## config.mk

```make
export PLATFORM = sky130hd
export DESIGN_NAME = buzzer_sequencer
export DESIGN_NICKNAME = d
export VERILOG_FILES = /design/src/rtl/buzzer_pkg.sv /design/src/rtl/buzzer_sequencer_tick_timer.sv /design/src/rtl/buzzer_sequencer.sv
export SDC_FILE = /design/constraint.sdc
export NUM_CORES = 1
export LEC_CHECK = 0
export BUFFER_PORTS_ARGS = -buffer_cell sky130_fd_sc_hd__buf_4
export CORE_MARGIN = 8
export CORE_UTILIZATION = 55
export CTS_BUF_LIST = sky130_fd_sc_hd__clkbuf_4 sky130_fd_sc_hd__clkbuf_8 sky130_fd_sc_hd__clkbuf_16
export DETAILED_ROUTE_END_ITERATION = 12
export PLACE_DENSITY = 0.87
export SLEW_MARGIN = 30
export SYNTH_ARGS = -nofsm -noshare
export SYNTH_HDL_FRONTEND = slang
export SYNTH_SLANG_ARGS = --single-unit
```

## constraint.sdc

```tcl
create_clock -name clk -period 3.1 [get_ports clk]
set_input_delay 0.62 -clock clk [delete_from_list [all_inputs] [get_ports clk]]
set_output_delay 0.62 -clock clk [all_outputs]
set_load 0.005 [all_outputs]
```

## src/rtl/buzzer_pkg.sv

```systemverilog
// Shared tables and types for the buzzer sequencer: per-source tone and beep
// count, the sequencer state encoding and a fixed-priority pick helper.
package buzzer_pkg;

    localparam int NUM_SRC = 4;
    localparam int TONE_W  = 17;
    localparam int BEEP_W  = 3;
    localparam int TICK_W  = 16;

    // Half-period toggle counts for 440, 659, 880 and 1320 Hz at 100 MHz.
    localparam logic [TONE_W-1:0] TONE_LIMIT [NUM_SRC] = '{
        17'd113636, 17'd75843, 17'd56818, 17'd37878
    };

    // Number of beeps in each source's pattern.
    localparam logic [BEEP_W-1:0] BEEP_COUNT [NUM_SRC] = '{
        3'd1, 3'd2, 3'd3, 3'd5
    };

    typedef enum logic [2:0] {
        IDLE     = 3'd0,
        ARB      = 3'd1,
        BEEP_ON  = 3'd2,
        BEEP_OFF = 3'd3,
        GAP      = 3'd4
    } state_e;

    // Index of the lowest set bit; index 0 has the highest priority.
    // Returns 0 for an all-zero vector, callers only use it when a bit is set.
    function automatic logic [1:0] lowest_index(input logic [NUM_SRC-1:0] vec);
        logic [1:0] idx;
        idx = '0;
        for (int i = NUM_SRC - 1; i >= 0; i--) begin
            if (vec[i]) begin
                idx = 2'(i);
            end
        end
        return idx;
    endfunction

endpackage

```

## src/rtl/buzzer_sequencer_tick_timer.sv

```systemverilog
// Duration timer for the buzzer sequencer: a clock prescaler that produces
// ticks, followed by a tick counter. expire_o is high for the last clock of
// a length_i-tick interval. clear_i restarts the interval from zero so every
// phase of a beep pattern is measured from its own first cycle.
module tick_timer
    import buzzer_pkg::*;
#(
    parameter int TICK_DIV = 100000
) (
    input  logic              clk,
    input  logic              rst,
    input  logic              clear_i,
    input  logic [TICK_W-1:0] length_i,
    output logic              expire_o
);

    localparam int PRE_W = (TICK_DIV > 1) ? $clog2(TICK_DIV) : 1;
    localparam logic [PRE_W-1:0] PRE_LAST = PRE_W'(TICK_DIV - 1);

    logic [PRE_W-1:0]  preCount_q;
    logic [PRE_W-1:0]  preCount_d;
    logic [TICK_W-1:0] tickCount_q;
    logic [TICK_W-1:0] tickCount_d;
    logic              preWrap;

    // Last clock of the final tick of the requested interval.
    assign preWrap  = (preCount_q == PRE_LAST);
    assign expire_o = preWrap && (tickCount_q == (length_i - TICK_W'(1)));

    // Advance the prescaler every clock and the tick counter on each wrap.
    always_comb begin
        preCount_d  = preCount_q;
        tickCount_d = tickCount_q;
        if (clear_i) begin
            preCount_d  = '0;
            tickCount_d = '0;
        end else if (preWrap) begin
            preCount_d  = '0;
            tickCount_d = tickCount_q + TICK_W'(1);
        end else begin
            preCount_d  = preCount_q + PRE_W'(1);
        end
    end

    // Counter registers with synchronous reset.
    always_ff @(posedge clk) begin
        if (rst) begin
            preCount_q  <= '0;
            tickCount_q <= '0;
        end else begin
            preCount_q  <= preCount_d;
            tickCount_q <= tickCount_d;
        end
    end

endmodule

```

## src/rtl/buzzer_sequencer.sv

```systemverilog
// Buzzer sequencer: latches one-cycle alarm requests, grants the shared tone
// generator to the lowest-numbered pending source and plays that source's
// beep pattern (tone, beep count, on/off timing) followed by a quiet gap.
module buzzer_sequencer
    import buzzer_pkg::*;
#(
    parameter int NUM_REQ   = 4,
    parameter int CLK_HZ    = 100_000_000,
    parameter int TICK_HZ   = 1000,
    parameter int ON_TICKS  = 200,
    parameter int OFF_TICKS = 150,
    parameter int GAP_TICKS = 300
) (
    input  logic              clk,
    input  logic              rst,
    input  logic [NUM_REQ-1:0] req,
    input  logic              cancel,
    output logic              buzzer_on,
    output logic [TONE_W-1:0] tone_limit,
    output logic [1:0]        grant_id,
    output logic              busy,
    output logic              done
);

    localparam int TICK_DIV = CLK_HZ / TICK_HZ;

    state_e              state_q;
    logic [NUM_REQ-1:0]  pending_q;
    logic [NUM_REQ-1:0]  pending_d;
    logic [1:0]          grant_q;
    logic [BEEP_W-1:0]   beepsLeft_q;
    logic                buzzer_q;
    logic [TONE_W-1:0]   tone_q;
    logic                busy_q;
    logic                done_q;

    logic [1:0]          arbIdx;
    logic                takeGrant;
    logic                timerClear;
    logic [TICK_W-1:0]   timerLength;
    logic                timerExpire;

    assign buzzer_on  = buzzer_q;
    assign tone_limit = tone_q;
    assign grant_id   = grant_q;
    assign busy       = busy_q;
    assign done       = done_q;

    // Pick the winner among latched requests and fold in new request pulses;
    // a new pulse for the source being granted re-arms it for a replay.
    always_comb begin
        arbIdx    = lowest_index(pending_q);
        takeGrant = (state_q == IDLE) && (|pending_q);
        pending_d = pending_q | req;
        if (takeGrant) begin
            pending_d = (pending_q & ~(NUM_REQ'(1) << arbIdx)) | req;
        end
    end

    // Select the interval for the current phase and restart the timer on
    // every phase change so each phase lasts exactly its programmed time.
    always_comb begin
        case (state_q)
            BEEP_OFF: timerLength = TICK_W'(OFF_TICKS);
            GAP:      timerLength = TICK_W'(GAP_TICKS);
            default:  timerLength = TICK_W'(ON_TICKS);
        endcase
        timerClear = rst || cancel || (state_q == IDLE) || (state_q == ARB)
                     || timerExpire;
    end

    tick_timer #(
        .TICK_DIV (TICK_DIV)
    ) u_tick_timer (
        .clk      (clk),
        .rst      (rst),
        .clear_i  (timerClear),
        .length_i (timerLength),
        .expire_o (timerExpire)
    );

    // Sequencer FSM with registered outputs. The grant is taken on the edge
    // into ARB so grant_id is already valid for the whole busy window.
    always_ff @(posedge clk) begin
        if (rst) begin
            state_q     <= IDLE;
            pending_q   <= '0;
            grant_q     <= '0;
            beepsLeft_q <= '0;
            buzzer_q    <= 1'b0;
            tone_q      <= '0;
            busy_q      <= 1'b0;
            done_q      <= 1'b0;
        end else if (cancel) begin
            state_q     <= IDLE;
            pending_q   <= '0;
            grant_q     <= '0;
            beepsLeft_q <= '0;
            buzzer_q    <= 1'b0;
            tone_q      <= '0;
            busy_q      <= 1'b0;
            done_q      <= 1'b0;
        end else begin
            pending_q <= pending_d;
            done_q    <= 1'b0;
            case (state_q)
                IDLE: begin
                    if (takeGrant) begin
                        state_q     <= ARB;
                        grant_q     <= arbIdx;
                        beepsLeft_q <= BEEP_COUNT[arbIdx];
                        busy_q      <= 1'b1;
                    end
                end
                ARB: begin
                    state_q  <= BEEP_ON;
                    buzzer_q <= 1'b1;
                    tone_q   <= TONE_LIMIT[grant_q];
                end
                BEEP_ON: begin
                    if (timerExpire) begin
                        buzzer_q <= 1'b0;
                        tone_q   <= '0;
                        if (beepsLeft_q > BEEP_W'(1)) begin
                            beepsLeft_q <= beepsLeft_q - BEEP_W'(1);
                            state_q     <= BEEP_OFF;
                        end else begin
                            state_q     <= GAP;
                        end
                    end
                end
                BEEP_OFF: begin
                    if (timerExpire) begin
                        state_q  <= BEEP_ON;
                        buzzer_q <= 1'b1;
                        tone_q   <= TONE_LIMIT[grant_q];
                    end
                end
                GAP: begin
                    if (timerExpire) begin
                        state_q <= IDLE;
                        busy_q  <= 1'b0;
                        done_q  <= 1'b1;
                    end
                end
                default: begin
                    state_q  <= IDLE;
                    buzzer_q <= 1'b0;
                    tone_q   <= '0;
                    busy_q   <= 1'b0;
                end
            endcase
        end
    end

endmodule
```

Word level (Yosys, flattened, before mapping)
Index checks and enable logic that the tools add are counted.
- flip-flop bits (word level): 65
- bits in latches: 0
- bits in writable memories: 0
- bits in read-only memories: 0
- input bits: 7
- logic and storage cells: 89
- memories kept: 0
- add/subtract/negate cells: 4
- multiply operators: 0
- divide/modulo/power cells: 0
- magnitude comparators: 3
- equality and inequality tests: 11
- shifts and indexed selects: 1
- mux-type cells: 31
- bitwise gates (word level): 9
- reduce and logical (&&, ||, !) cells: 20
- operators by type and width (cell ; count):
    two-way mux 17 bit ; 4
    one-hot mux 17 bit (4 select lines) ; 1
    binary-select mux 17 bit (select 2 bit) ; 1
    two-way mux 3 bit ; 10
    one-hot mux 9 bit (2 select lines) ; 1
    adder 17 x 1 -> 17 bit (second input constant) ; 1
    equality test 17 bit (second input constant) ; 1
    adder 16 x 1 -> 16 bit (second input constant) ; 1
    equality test 16 bit ; 1
    one-hot mux 3 bit (5 select lines) ; 1
    inequality test 2 bit (second input constant) ; 5
    subtractor 9 x 1 -> 10 bit (second input constant) ; 1
    OR reduction 3 bit ; 3
    two-way mux 2 bit ; 4
    OR 4 bit ; 2
    AND reduction 4 bit ; 2
    binary-select mux 3 bit (select 2 bit) ; 1
    equality test 3 x 2 -> 1 bit (second input constant) ; 2
    >= comparator 3 bit (second input constant) ; 2
    inverter 2 -> 3 bit ; 2
    one-hot mux 3 bit (2 select lines) ; 1
    AND reduction 3 bit ; 2
    OR reduction 2 bit ; 3
    AND 4 bit ; 1
    other kinds (17) ; 26

Longest topological paths before layout
Gate-level depths: netlist (run 1).
- depth in word-level cells: 10
- depth in mapped cells: 9
- gate-level depth less buffers: 8

Modules after synthesis
A second synthesis (run 1) with hierarchy kept.
- cells, all modules: 398
- area, all modules: 3285.7 sq um
- modules (own cells, without submodules) (module ; times used ; cells an instance ; area an instance (sq um) ; seq. area each (sq um)):
    tick_timer ; 1 ; 249 ; 2034.5 ; 660.6
    buzzer_sequencer ; 1 ; 149 ; 1251.2 ; 460.4

Worst setup path before layout (run 1)
OpenSTA, ideal clock, no wires.
- path kind: register to register
- start point: register u_tick_timer.preCount_q[5]
- end point: register tone_q[0], in the netlist tone_limit[0]
- setup time: 117 ps
- arrival time: 2047 ps
- path slack: 936 ps
- cell stages (with the launch flop): 7
- clock period less this slack: 2164 ps
- cell sequence: dfxtp_1 -> or4b_4 -> nor4_4 -> nand4_2 -> a31o_1 -> buf_6 -> a22o_1
- word-level cells in the longest chain between the ends: 4
- elaborated cells between the ends (all ways): 5
- RTL lines (what ; line ; RTL):
    start: declaration ; buzzer_sequencer_tick_timer.sv:20 ; logic [PRE_W-1:0] preCount_q;
    start signal: assignment ; buzzer_sequencer_tick_timer.sv:51 ; preCount_q <= preCount_d;
    equality test 17 bit * ; buzzer_sequencer_tick_timer.sv:27 ; assign preWrap = (preCount_q == PRE_LAST);
    logical AND 1 bit * ; buzzer_sequencer_tick_timer.sv:28 ; assign expire_o = preWrap && (tickCount_q == (length_i - TICK_W'(1)));
    inequality test 2 bit (no line) ; n/a ;
    AND reduction 3 bit (no line) * ; n/a ;
    end signal: assignment ; buzzer_sequencer.sv:118 ; tone_q <= TONE_LIMIT[grant_q];
    end signal: assignment ; buzzer_sequencer.sv:136 ; tone_q <= TONE_LIMIT[grant_q];
    end: declaration ; buzzer_sequencer.sv:33 ; logic [TONE_W-1:0] tone_q;
Mark *: on every way between the ends. The rest lies on a longest branch, timed or not.
A chain may end at the register's enable or synchronous reset.

Final worst setup path (run 1)
- start point: register state_q[0]
- end point: register tone_q[13], in the netlist tone_limit[13]
- word-level cells in the longest chain between the ends: 7
- elaborated cells between the ends (all ways): 15
- RTL lines (what ; line ; RTL):
    start: declaration ; buzzer_sequencer.sv:27 ; state_e state_q;
    start signal: assignment ; buzzer_sequencer.sv:86 ; state_q <= IDLE;
    start signal: assignment ; buzzer_sequencer.sv:95 ; state_q <= IDLE;
    start signal: assignment ; buzzer_sequencer.sv:109 ; state_q <= ARB;
    equality test 3 bit or equality test 3 x 2 -> 1 bit (tied branches) ; buzzer_sequencer.sv:63, buzzer_sequencer.sv:106 ;
    one-hot mux 9 bit (2 select lines) ; buzzer_sequencer.sv:63 ; case (state_q)
    subtractor 9 x 1 -> 10 bit ; buzzer_sequencer_tick_timer.sv:28 ;
    equality test 16 bit ; buzzer_sequencer_tick_timer.sv:28 ;
    logical AND 1 bit ; buzzer_sequencer_tick_timer.sv:28 ;
    inequality test 2 bit (no line) ; n/a ;
    AND reduction 3 bit (no line) ; n/a ;
Parallel ways exist; a longest one is shown, timed or not.

==> results of run 1 <==
power by group:
group | internal (mW) | leakage (nW) | total (mW) | switching [mW]
logic | 0.0305 | 0.634 | 0.0725 | 0.0419
registers | 0.728 | 0.452 | 0.738 | 0.0106
clock network | 0.264 | 0.0614 | 0.497 | 0.233
Yosys cell counts, drive strengths merged (7+ instances only):
cell type and count:
and3 9, nand2 35, buf 15, inv 11, xnor2 11, nor2 56
xor2 18, o21ai 7, nand4 8, a21oi 12, nor3 7, ha 12
dfxtp 56, nand3 12
registers in the layout, indices dropped and copies added, names as in the netlist:
register / cells
busy: 1
pending_q: 4
beepsLeft_q: 3
u_tick_timer.tickCount_q: 16
done: 1
u_tick_timer.preCount_q: 17
state_q: 3
grant_id: 2
tone_limit: 9
logic make-up (layout without fill, tap and decap cells):
kind of cell,after synthesis,in the layout
AND/OR/NAND/NOR,152,152
flip-flops,56,56
AO/OA/AOI/OAI,38,38
buffers and inverters,31,47
XOR/XNOR,29,29
adder cells (fa/ha/maj),12,12
multiplexers,2,2
other,1,1
critical path, cell delays in order (launching register included):
cell	delay (ns)
dfxtp_1	0.56
nor3b_2	0.15
or4_1	0.47
o21ai_0	0.26
nand4_2	0.24
a31o_1	0.39
a22o_1	0.26
metal layers:
layer  track usage, %  wire (µm)
met3             4.06        311
met5                0          0
met4             6.26         79
met2             23.9       2350
met1             16.4       2470
path summary, 6_finish.rpt:
check / startpoint / endpoint / slack, ns / cells after the start
worst max-delay path: state_q[0] / tone_limit[13] / 0.66 / 6
worst max register to register: state_q[0] / tone_limit[13] / 0.66 / 6
worst min-delay path: u_tick_timer.preCount_q[0] / u_tick_timer.preCount_q[0] / 0.46 / 1
worst min register to register: u_tick_timer.preCount_q[0] / u_tick_timer.preCount_q[0] / 0.46 / 1
final cells by class:
cell class                 instances  area (µm²)  area share (%)
clock buffer                       6        82.6            2.72
timing repair buffer              28         210            6.92
tap                               70        87.6            2.89
inverter                          11        41.3            1.36
sequential                        56        1120            36.9
clock inverter                     2        38.8            1.28
multi-input combinational        234        1450            47.9
through the flow:
step | hold slack [ns] | utilization [%] | instances
finish | 0.461 | 61.0 | 407
global placement | 0.432 | 58.5 | 399
floorplan | 0.418 | - | 321
CTS | 0.470 | 61.0 | 407
detailed placement | 0.451 | 58.5 | 399
global route | 0.490 | 61.0 | 407
==> flow_summary_export.csv, run 1 <==
group,metric,value,unit
synth,ys_seq_area_share,40.5,%
synth,synthMuxAreaShare,0.723,%
pwr,p_per_area,431,nW/µm²
routing,drc,0,
clock_network,hold_buffers,0,
worst_setup_path,worstSetupStartpointType,"flip-flop",
worst_setup_path,required,3.32,ns
global_routing,grt_max_degree,18,
clock_network,htreeDepth,2,
cells_and_area,nets,355,
worst_setup_path,path_max_fanout,12,
sta,hold_viol,0,
worst_setup_path,cp.arrival,2.66,ns
clock_network,clk_pin_slew,0.10,ns
worst_setup_path,path_class,"flip-flop to flip-flop",
synth,synth_compound_area_share,9.35,%
global_routing,antenna_found_initial,0,
outcome,status,"completed",
sta,clock.fmax,0.410,GHz
synth,yosys_warnings,0,
synth,synth_area_leaders,"dfxtp_1, nor2_1, xor2_1, ha_1, nand2_1",
global_routing,overflow,0,
synth,synth_xor_area_share,9.17,%
cells_and_area,final_cell_mix,"dfxtp_1, nor2_1, nand2_1",
synth,synth_top_family_by_area,"simple AND/OR/NAND/NOR gates",
sta,setup_viol,0,
cells_and_area,final_common_cell,"dfxtp_1",
routing,drt_iter0_drc,73,
clock_network,cts_resized,0,
synth,yosys.area.top_type_share,40.5,%
cells_and_area,fin_area,3040,µm²
place,io_buffers,27,
pwr,vdd_ir_drop_max,0.315,mV
floorplanning,ioPinCount,29,
pwr,power.total,1.31,mW
sta,fin_crit_sh,78.7,%
clock_network,clock_path_buffers,2,
synth,synth_nets,340,
place,place_ws,0.679,ns
clock_network,cts_tree,"built",
global_routing,grt_pass1_wl,8850,µm
synth,yosysTopAreaCell,"dfxtp_1",
global_routing,grt.total_usage,14.3,%
routing,vias,2172,
synth,synthSimpleGateAreaFrac,27.7,%
cells_and_area,drive_above_1_share,14.5,%
clock_network,cts-buffers-inserted,5,
job,cap_violations,0,
routing,antenna_left,0,
synth,ys_ff_latch,56,
routing,wl_per_cell,12.8,µm
clock_network,clock_latency,0.32,ns
floorplanning,die_w,87.0,µm
sta,grt_setup_unrepaired,"false",
place,hpwlAfterDp,3790,µm
clock_network,cts.sinks,56,
pwr,p_leak,1.15,nW
synth,yosys.area_share.adder,5.42,%
clock_network,cts_setup_buffers,0,
routing,routed_wl,5210,µm
cells_and_area,fillers,440,
floorplanning,die_y,87.0,µm
cells_and_area,diodes,0,
clock_network,root_buffer,"clkbuf_8",
floorplanning,num_rows,26,
sta,setup_slack,0.661,ns
sta,fin_skew,0.0150,ns
worst_setup_path,end_kind,"flip-flop",
routing,viasPerCell,5.34,
floorplanning,core_area,4980,µm²
synth,synth_ff_type,"dfxtp_1",
sta,setup_tns,0,ns
place,gp_congestion,0.826,
global_routing,grt_pass1_vias,2082,
floorplanning,start_util,55.6,%
place,place_area,2910,µm²
worst_hold_path,hp-class,"flip-flop to flip-flop",
synth,synth_edf_count,0,
cells_and_area,syn_to_final_growth,9.62,%
synth,syn_area_per_cell,8.63,µm²
synth,syn_inst,321,
synth,synth_area,2770,µm²
floorplanning,die-area,7560,µm²
routing,drt_pre_antenna_iters,4,
synth,async_flop_share,0,%
synth,ys_types,54,
sta,min_period,2.44,ns
sta,slew_viol_final,0,
Power figures use the tool's default switching activity.
==> inputs of run 2 (changes only) <==
Settings changed: ABC_AREA from default to 1, CORE_UTILIZATION 55 to 53.
Clock period 3.1 ns to 2.02 ns, I/O delays scaled along.
==> run 2 against run 1 <==
Clock power up 49%. Largest power group unchanged. Clock skew shrank 0.010 ns. Global-route usage grew 1.1 points. Critical path type unchanged. Core utilization decreased by 0.73 points. Cell count rose by 34%. Non-clock buffer count up 4. Via count grew 30%. Die area increased by 13%. Register-to-register slack worse by 0.45 ns.
==> flow_summary_export.csv, run 2 <==
group,metric,value,unit
synth,syn_area_per_cell,6.97,µm²
synth,synth_most_common_cell,"nand2_1",
cells_and_area,nets,489,
sta,setup_viol,0,
worst_setup_path,crit_top_cell,"nand3_1",
outcome,status,"completed",
synth,synth_edf_count,0,
sta,fin_skew,0.00458,ns
worst_setup_path,path_class,"flip-flop to flip-flop",
cells_and_area,largest_register_ffs,17,
worst_setup_path,crit_chain,"ha_1 > nand3_1 > nor3_1 > and2_4 > nand3_1 > nand2_4 > nand2_2 > nand2_1 > a21oi_1",
worst_setup_path,worstSetupStartpointType,"flip-flop",
pwr,p_per_area,654,nW/µm²
place,gp_congestion,0.879,
clock_network,clock_latency,0.31,ns
clock_network,cts.sinks,56,
sta,slew_viol_final,0,
floorplanning,ioPinCount,29,
routing,routed_wl,6380,µm
synth,ys_seq_area_share,36.2,%
clock_network,clock_path_buffers,2,
routing,wl_per_cell,11.7,µm
cells_and_area,final_cell_mix,"nand2_1, nor2_1, inv_1",
sta,fin_crit_sh,89.8,%
sta,worst_pin_slew,0.663,ns
global_routing,grt_pass1_wl,11200,µm
global_routing,grt_pass1_vias,2719,
clock_network,root_buffer,"clkbuf_8",
synth,yosys.area.top_type_share,36.2,%
job,cap_violations,0,
clock_network,htreeDepth,2,
cells_and_area,largest_register,"u_tick_timer.preCount_q",
pwr,vdd_ir_drop_max,0.370,mV
routing,vias,2824,
routing,drc,0,
floorplanning,num_rows,28,
floorplanning,die_w,92.4,µm
worst_setup_path,critPathMaxStageDelay,0.36,ns
sta,hold_viol,0,
worst_setup_path,cp.arrival,2.02,ns
sta,setup_slack,0.207,ns
synth,synth_nets,463,
worst_setup_path,end_kind,"flip-flop",
synth,yosysTopAreaCell,"dfxtp_1",
cells_and_area,drive_above_1_share,14.4,%
cells_and_area,syn_to_final_growth,12.6,%
worst_setup_path,critical_path.slowest_cell,"dfxtp_1",
worst_hold_path,hp-class,"input port to flip-flop",
floorplanning,die_y,92.4,µm
routing,drt_iter0_drc,221,
routing,viasPerCell,5.17,
sta,setup_tns,0,ns
worst_setup_path,required,2.23,ns
routing,drt_pre_antenna_iters,4,
floorplanning,die-area,8540,µm²
cells_and_area,fillers,489,
floorplanning,start_util,53.5,%
place,io_buffers,27,
worst_setup_path,path_max_fanout,10,
sta,grt_setup_unrepaired,"false",
floorplanning,core_area,5780,µm²
synth,synth_area_leaders,"dfxtp_1, nand2_1, nor2_1, inv_1, a21oi_1",
synth,async_flop_share,0,%
global_routing,antenna_found_initial,0,
place,hpwlAfterDp,4790,µm
clock_network,clk_pin_slew,0.10,ns
routing,antenna_left,0,
synth,ys_types,37,
worst_setup_path,worst_path_dominant_cell_family,"simple AND/OR/NAND/NOR gates",
clock_network,hold_buffers,0,
global_routing,grt_max_degree,18,
synth,yosys_warnings,0,
cells_and_area,final_common_cell,"nand2_1",
clock_network,cts-buffers-inserted,5,
global_routing,grt.total_usage,15.3,%
sta,clock.fmax,0.552,GHz
synth,syn_inst,444,
global_routing,overflow,0,
worst_setup_path,worst-path-buf-inv,0,
place,place_ws,0.145,ns
cells_and_area,diodes,0,
synth,synthTopCellsByCount,"nand2_1, nor2_1, dfxtp_1",
sta,slew_headroom,55.6,%
synth,ys_ff_latch,56,
synth,synth_ff_type,"dfxtp_1",
synth,synth_area,3090,µm²
sta,min_period,1.81,ns
pwr,p_leak,1.36,nW
clock_network,cts_tree,"built",
## run 2: layout make-up
cell class / instances / area [µm²] / area share (%)
Clock buffer: 6 / 76.3 / 2.19
Clock inverter: 2 / 35.0 / 1.01
Inverter: 56 / 210 / 6.03
Multi-Input combinational cell: 319 / 1690 / 48.5
Sequential cell: 56 / 1130 / 32.3
Tap cell: 75 / 93.8 / 2.69
Timing Repair Buffer: 32 / 253 / 7.26
## run 2: final timing paths
check / from / to / slack, ns / cells past startpoint
max: u_tick_timer.preCount_q[0] / tone_limit[13] / 0.21 / 9
min: req[3] / pending_q[3] / 0.30 / 3
max reg2reg: u_tick_timer.preCount_q[0] / tone_limit[13] / 0.21 / 9
min reg2reg: u_tick_timer.preCount_q[0] / u_tick_timer.preCount_q[0] / 0.45 / 1
## run 2: metrics by stage
| step | utilization, % | std cells | area, µm² | hold WS [ns] | total power, mW |
|---|---|---|---|---|---|
| floorplan | - | 444 | 3090 | 0.418 | 1.46 |
| global placement | 57.9 | 538 | 3350 | 0.429 | 1.54 |
| detailed placement | 57.9 | 538 | 3350 | 0.439 | 1.55 |
| CTS | 59.9 | 546 | 3460 | 0.297 | 2.29 |
| global route | 60.3 | 546 | 3480 | 0.311 | 2.39 |
| finish | 60.3 | 546 | 3480 | 0.298 | 2.28 |
## run 2: layer usage
layer | vias to the layer above | share of wire, % | GRT usage [%] | routed length, µm
met5 | - | 0 | 0 | 0
met3 | 12 | 4.2 | 2.99 | 267
met1 | 1282 | 44 | 17.7 | 2830
met2 | 58 | 50 | 27.1 | 3180
met4 | 0 | 1.7 | 6.17 | 108
li1 | 1472 | - | - | -
## run 2: worst reg2reg max path: cells and delay by family (launching register included)
kind / cells / cell delay, ns
AOI/OAI and AO/OA: 1 / 0.06
DFF: 1 / 0.36
adders and majority gates: 1 / 0.20
and+or+nand+nor: 7 / 1.08
## run 2: what timing repair did
action,4_1_cts,5_1_grt
gates resized for setup,0,9
endpoints found under the setup margin,0,16
buffers inserted,0,0
## run 2: logic make-up after synthesis
logic type	synth area share, %
AO/OA/AOI/OAI	8.90
XOR/XNOR	3.68
adder cells (fa/ha/maj)	4.85
buffers and inverters	9.74
flip-flops	36.2
multiplexers	0.324
other	0.121
AND/OR/NAND/NOR	36.2
## run 2: report_power, final
| group | total [mW] | internal [mW] | switching, mW | leakage, nW |
|---|---|---|---|---|
| combinational | 0.368 | 0.139 | 0.229 | 0.848 |
| clock | 0.741 | 0.382 | 0.359 | 0.0586 |
| sequential | 1.17 | 1.13 | 0.0337 | 0.455 |
